<file path="config.mk">
export PLATFORM = sky130hd
export DESIGN_NAME = ssd_display_driver
export DESIGN_NICKNAME = d
export VERILOG_FILES = /design/src/rtl/ssd_pkg.sv /design/src/rtl/seg7_decoder.sv /design/src/rtl/ssd_display_driver.sv
export SDC_FILE = /design/constraint.sdc
export NUM_CORES = 1
export LEC_CHECK = 0
export CAP_MARGIN = 20
export CORE_MARGIN = 1
export CORE_UTILIZATION = 48
export DETAILED_ROUTE_END_ITERATION = 8
export PLACE_DENSITY = 0.67
export SLEW_MARGIN = 25
export SYNTH_ARGS = -nofsm -noshare
export SYNTH_HDL_FRONTEND = slang
export SYNTH_SLANG_ARGS = --single-unit
</file>
<file path="constraint.sdc">
create_clock -name clk -period 3.1 [get_ports clk]
set_input_delay 0.62 -clock clk [delete_from_list [all_inputs] [get_ports clk]]
set_output_delay 0.62 -clock clk [all_outputs]
set_load 0.05 [all_outputs]
</file>
<file path="src/rtl/ssd_pkg.sv">
// Shared types and constants for the seven-segment display driver:
// conversion FSM states, active-low segment patterns and digit-enable values.
package ssd_pkg;

  typedef enum logic [1:0] {
    IDLE,
    SHIFT,
    DONE
  } state_t;

  // Segment patterns are active-low with bit 6 = a and bit 0 = g.
  localparam logic [6:0] SEG_0     = 7'b0000001;
  localparam logic [6:0] SEG_1     = 7'b1001111;
  localparam logic [6:0] SEG_2     = 7'b0010010;
  localparam logic [6:0] SEG_3     = 7'b0000110;
  localparam logic [6:0] SEG_4     = 7'b1001100;
  localparam logic [6:0] SEG_5     = 7'b0100100;
  localparam logic [6:0] SEG_6     = 7'b0100000;
  localparam logic [6:0] SEG_7     = 7'b0001111;
  localparam logic [6:0] SEG_8     = 7'b0000000;
  localparam logic [6:0] SEG_9     = 7'b0000100;
  localparam logic [6:0] SEG_BLANK = 7'b1111111;

  localparam logic [3:0] ANODE_OFF = 4'b1111;

  localparam int SHIFT_COUNT = 13;

  // Double-dabble correction applied to a BCD nibble before each shift.
  function automatic logic [3:0] add3(input logic [3:0] n);
    return (n >= 4'd5) ? n + 4'd3 : n;
  endfunction

endpackage

</file>
<file path="src/rtl/seg7_decoder.sv">
// Combinational BCD digit to active-low seven-segment pattern decoder.
module seg7_decoder
  import ssd_pkg::*;
(
  input  logic [3:0] bcd,
  output logic [6:0] seg
);

  always_comb begin
    seg = SEG_BLANK;
    case (bcd)
      4'd0:    seg = SEG_0;
      4'd1:    seg = SEG_1;
      4'd2:    seg = SEG_2;
      4'd3:    seg = SEG_3;
      4'd4:    seg = SEG_4;
      4'd5:    seg = SEG_5;
      4'd6:    seg = SEG_6;
      4'd7:    seg = SEG_7;
      4'd8:    seg = SEG_8;
      4'd9:    seg = SEG_9;
      default: seg = SEG_BLANK;
    endcase
  end

endmodule

</file>
<file path="src/rtl/ssd_display_driver.sv">
// Converts a 13-bit binary value to BCD with a free-running 15-cycle
// double-dabble FSM and time-multiplexes the four digits onto the display.
module ssd_display_driver
  import ssd_pkg::*;
#(
  parameter int REFRESH_BITS = 18,
  parameter int DATA_W       = 13
) (
  input  logic              clk,
  input  logic              rst,
  input  logic [DATA_W-1:0] value,
  output logic [3:0]        Anode,
  output logic [6:0]        LED_out,
  output logic              digits_valid
);

  localparam logic [3:0] LAST_SHIFT = 4'(SHIFT_COUNT - 1);

  state_t                   state, next_state;
  logic [3:0]               count;
  logic [15+DATA_W:0]       shift_reg;
  logic [15:0]              bcd_adj;
  logic [15:0]              digits;
  logic [REFRESH_BITS-1:0]  cnt;
  logic [1:0]               sel;
  logic [3:0]               cur_digit;
  logic [3:0]               anode_next;
  logic [6:0]               seg;

  always_ff @(posedge clk or posedge rst) begin
    if (rst) state <= IDLE;
    else     state <= next_state;
  end

  always_comb begin
    next_state = state;
    case (state)
      IDLE:    next_state = SHIFT;
      SHIFT:   if (count == LAST_SHIFT) next_state = DONE;
      DONE:    next_state = IDLE;
      default: next_state = IDLE;
    endcase
  end

  always_comb begin
    bcd_adj = '0;
    for (int i = 0; i < 4; i++)
      bcd_adj[i*4 +: 4] = add3(shift_reg[DATA_W + i*4 +: 4]);
  end

  // Digits only change in DONE, so a value change mid-conversion never
  // reaches the display as a partial result.
  always_ff @(posedge clk or posedge rst) begin
    if (rst) begin
      shift_reg    <= '0;
      count        <= '0;
      digits       <= '0;
      digits_valid <= 1'b0;
    end else begin
      case (state)
        IDLE: begin
          shift_reg <= {16'd0, value};
          count     <= '0;
        end
        SHIFT: begin
          shift_reg <= {bcd_adj, shift_reg[DATA_W-1:0]} << 1;
          count     <= count + 4'd1;
        end
        DONE: begin
          digits       <= shift_reg[DATA_W +: 16];
          digits_valid <= 1'b1;
        end
        default: ;
      endcase
    end
  end

  always_ff @(posedge clk or posedge rst) begin
    if (rst) cnt <= '0;
    else     cnt <= cnt + REFRESH_BITS'(1);
  end

  assign sel = cnt[REFRESH_BITS-1 -: 2];

  always_comb begin
    cur_digit  = digits[15:12];
    anode_next = 4'b0111;
    case (sel)
      2'd0: begin cur_digit = digits[15:12]; anode_next = 4'b0111; end
      2'd1: begin cur_digit = digits[11:8];  anode_next = 4'b1011; end
      2'd2: begin cur_digit = digits[7:4];   anode_next = 4'b1101; end
      2'd3: begin cur_digit = digits[3:0];   anode_next = 4'b1110; end
      default: ;
    endcase
  end

  seg7_decoder u_dec (
    .bcd (cur_digit),
    .seg (seg)
  );

  // Registered outputs keep the display dark until a full conversion exists.
  always_ff @(posedge clk or posedge rst) begin
    if (rst) begin
      Anode   <= ANODE_OFF;
      LED_out <= SEG_BLANK;
    end else if (!digits_valid) begin
      Anode   <= ANODE_OFF;
      LED_out <= SEG_BLANK;
    end else begin
      Anode   <= anode_next;
      LED_out <= seg;
    end
  end

endmodule

</file>
==> results.sh <==
export IMPL_status="finished clean"
export IMPL_use_met1=0.209
export IMPL_maxCapViolCount=0
export IMPL_synth_cell_type_count=40
export IMPL_detail_route_antenna_nets=0
export IMPL_grt_pass1_wl_mm=10.4
export IMPL_ys_warn_count=0
export IMPL_drtPass1Iterations=4
export IMPL_worstPathArrival_ns=1.74
export IMPL_drcViolationCount=0
export IMPL_wl_per_cell_um=12.7
export IMPL_slowest_stage="clkdlybuf4s50_1"
export IMPL_io_buffers=26
export IMPL_slew_viol_final=0
export IMPL_clk_path_buf_depth=2
export IMPL_period_share=0.760
export IMPL_fin_crit_ns=2.36
export IMPL_drive_above_1_share=0.148
export IMPL_cts_tree="yes"
export IMPL_max_freq_mhz=424
export IMPL_layout_common_cells="dfrtp_1 (70), nand2_1 (46), o21ai_0 (45)"
export IMPL_gr_total_overflow=0
export IMPL_ys_seq_area_frac=0.538
export IMPL_critPathBufInv=1
export IMPL_cts_sink_count=81
export IMPL_tns_ns=0
export IMPL_synth_top_cell_area_share=0.462
export IMPL_cpPeakStageDelay_ns=0.87
export IMPL_hold_class="reg -> reg"
export IMPL_p_per_area_mw_per_mm2=565
export IMPL_crit_path_end_kind="output port"
export IMPL_layout_cells_non_filler=474
export IMPL_fin_nets=398
export IMPL_start_kind="flip-flop"
export IMPL_hpwl_mm=4.03
export IMPL_synthArstFlopShare=1.00
export IMPL_htreeDepth=3
export IMPL_postCtsHoldBufs=0
export IMPL_antenna_found_initial=0
export IMPL_cts_setup_buffers=0
export IMPL_setup_viol=0
export IMPL_die_h_um=90.9
export IMPL_p_leak_nw=1.98
export IMPL_io_pins=27
export IMPL_yosys_top_cells_area="dfrtp_1 (46%), dfstp_2 (7.6%), o21ai_0 (5.9%)"
export IMPL_peakVddDrop_v=0.000233
export IMPL_synth_area_per_cell_sq_um=11.1
export IMPL_coreArea_sq_mm=0.00769
export IMPL_grt_util_met3=0.0354
export IMPL_syn_num_nets=374
export IMPL_largest_register_ffs=29
export IMPL_critPathTopFamily="buffers and inverters"
export IMPL_ys_flop_type="dfrtp_1"
export IMPL_gp_congestion=0.831
export IMPL_path_cells="clkdlybuf4s50_1"
export IMPL_dieArea_sq_mm=0.00826
export IMPL_rows=32
export IMPL_drt_initial_drc_count=124
export IMPL_utilization=0.567
export IMPL_clock_latency_ns=0.35
export IMPL_critPathMaxFanout=11
export IMPL_place_area_sq_mm=0.00415
export IMPL_die_x_um=90.9
export IMPL_syn_to_final_growth_pct=14.9
export IMPL_cp_required_ns=2.48
export IMPL_critPathKind="reg -> out"
export IMPL_cts_resized=0
export IMPL_holdWs_ns=0.468
export IMPL_via_count=2409
export IMPL_n_antenna_cell=0
export IMPL_fin_area_sq_mm=0.00436
export IMPL_wl_mm=6.01
export IMPL_tightest_slew_ns=0.880
export IMPL_hold_violations=0
export IMPL_clock_skew_final_ns=0.0114
export IMPL_clk_pin_slew_ns=0.08
export IMPL_grt_busiest_layer="met2"
export IMPL_rsz0062_at_grt="no"
export IMPL_start_util=0.493
export IMPL_final_common_cell="dfrtp_1"
export IMPL_groute_usage_overall=0.161
export IMPL_grt_pass1_vias=2237
export IMPL_viasPerCell=5.08
export IMPL_synth_top_cell_by_area="dfrtp_1"
export IMPL_synth_edff_count=0
export IMPL_clockRootBuffer="clkbuf_8"
export IMPL_syn_inst=343
export IMPL_grtUsageMet2=0.252
export IMPL_synth_seq_cells=81
export IMPL_cts_made_buffers=9
export IMPL_synth_area_sq_mm=0.00379
export IMPL_dp_cells=458
export IMPL_grt_max_degree=71
export IMPL_relSlewSlack=0.414
==> cells by family after synthesis <==
group | Yosys count | synth area share
buf+inv | 33 | 0.0353
simple gates | 94 | 0.125
compound gates | 67 | 0.101
mux | 31 | 0.100
fa+ha+maj | 16 | 0.0528
flops | 81 | 0.538
xor+xnor | 21 | 0.0485
==> synth_stat cells (8+ instances only) <==
library cell,instances
mux2_2,13
nand3_1,10
xnor2_1,16
mux2i_1,14
ha_1,16
nor2_1,8
o21ai_0,45
inv_1,16
clkbuf_1,11
dfrtp_1,70
dfstp_2,11
nand2_1,46
==> layout make-up <==
class / instances / area [sq um]
clock buffer: 11 / 151
clock inverter: 5 / 62.6
inverter: 17 / 63.8
fill: 669 / 3330
multi-input combinational: 229 / 1620
timing repair buffer: 29 / 295
tap: 102 / 128
sequential: 81 / 2040
==> report_power, final <==
| group | leakage (nW) | internal [W] | switching [W] |
|---|---|---|---|
| clock network | 0.102 | 0.000420 | 0.000384 |
| registers | 1.01 | 0.00119 | 0.0000566 |
| logic | 0.868 | 0.000179 | 0.000233 |
| total | 1.98 | 0.00179 | 0.000674 |
==> final timing paths <==
check	start	end	slack (ns)	cells past startpoint
min in group asynchronous	rst	cnt[7]	0.51	2
max	digits_valid	digits_valid	0.74	1
min	cnt[0]	cnt[0]	0.47	1
max in group asynchronous	rst	LED_out[3]	1.91	3
min reg2reg	cnt[0]	cnt[0]	0.47	1
max reg2reg	cnt[16]	LED_out[3]	1.02	6
==> routing by layer <==
layer	part of all wire	vias to the layer above
met5	0	-
met4	0.020	0
met3	0.027	11
met2	0.46	37
met1	0.49	1140
li1	-	1221
==> per-stage QoR <==
step / power (W) / setup WS, ns
finish: 0.00246 / 0.744
floorplan: 0.00156 / 0.418
global placement: 0.00167 / 1.09
global route: 0.00258 / 0.692
CTS: 0.00249 / 0.742
detailed placement: 0.00169 / 1.03
Power figures use the tool's default switching activity.
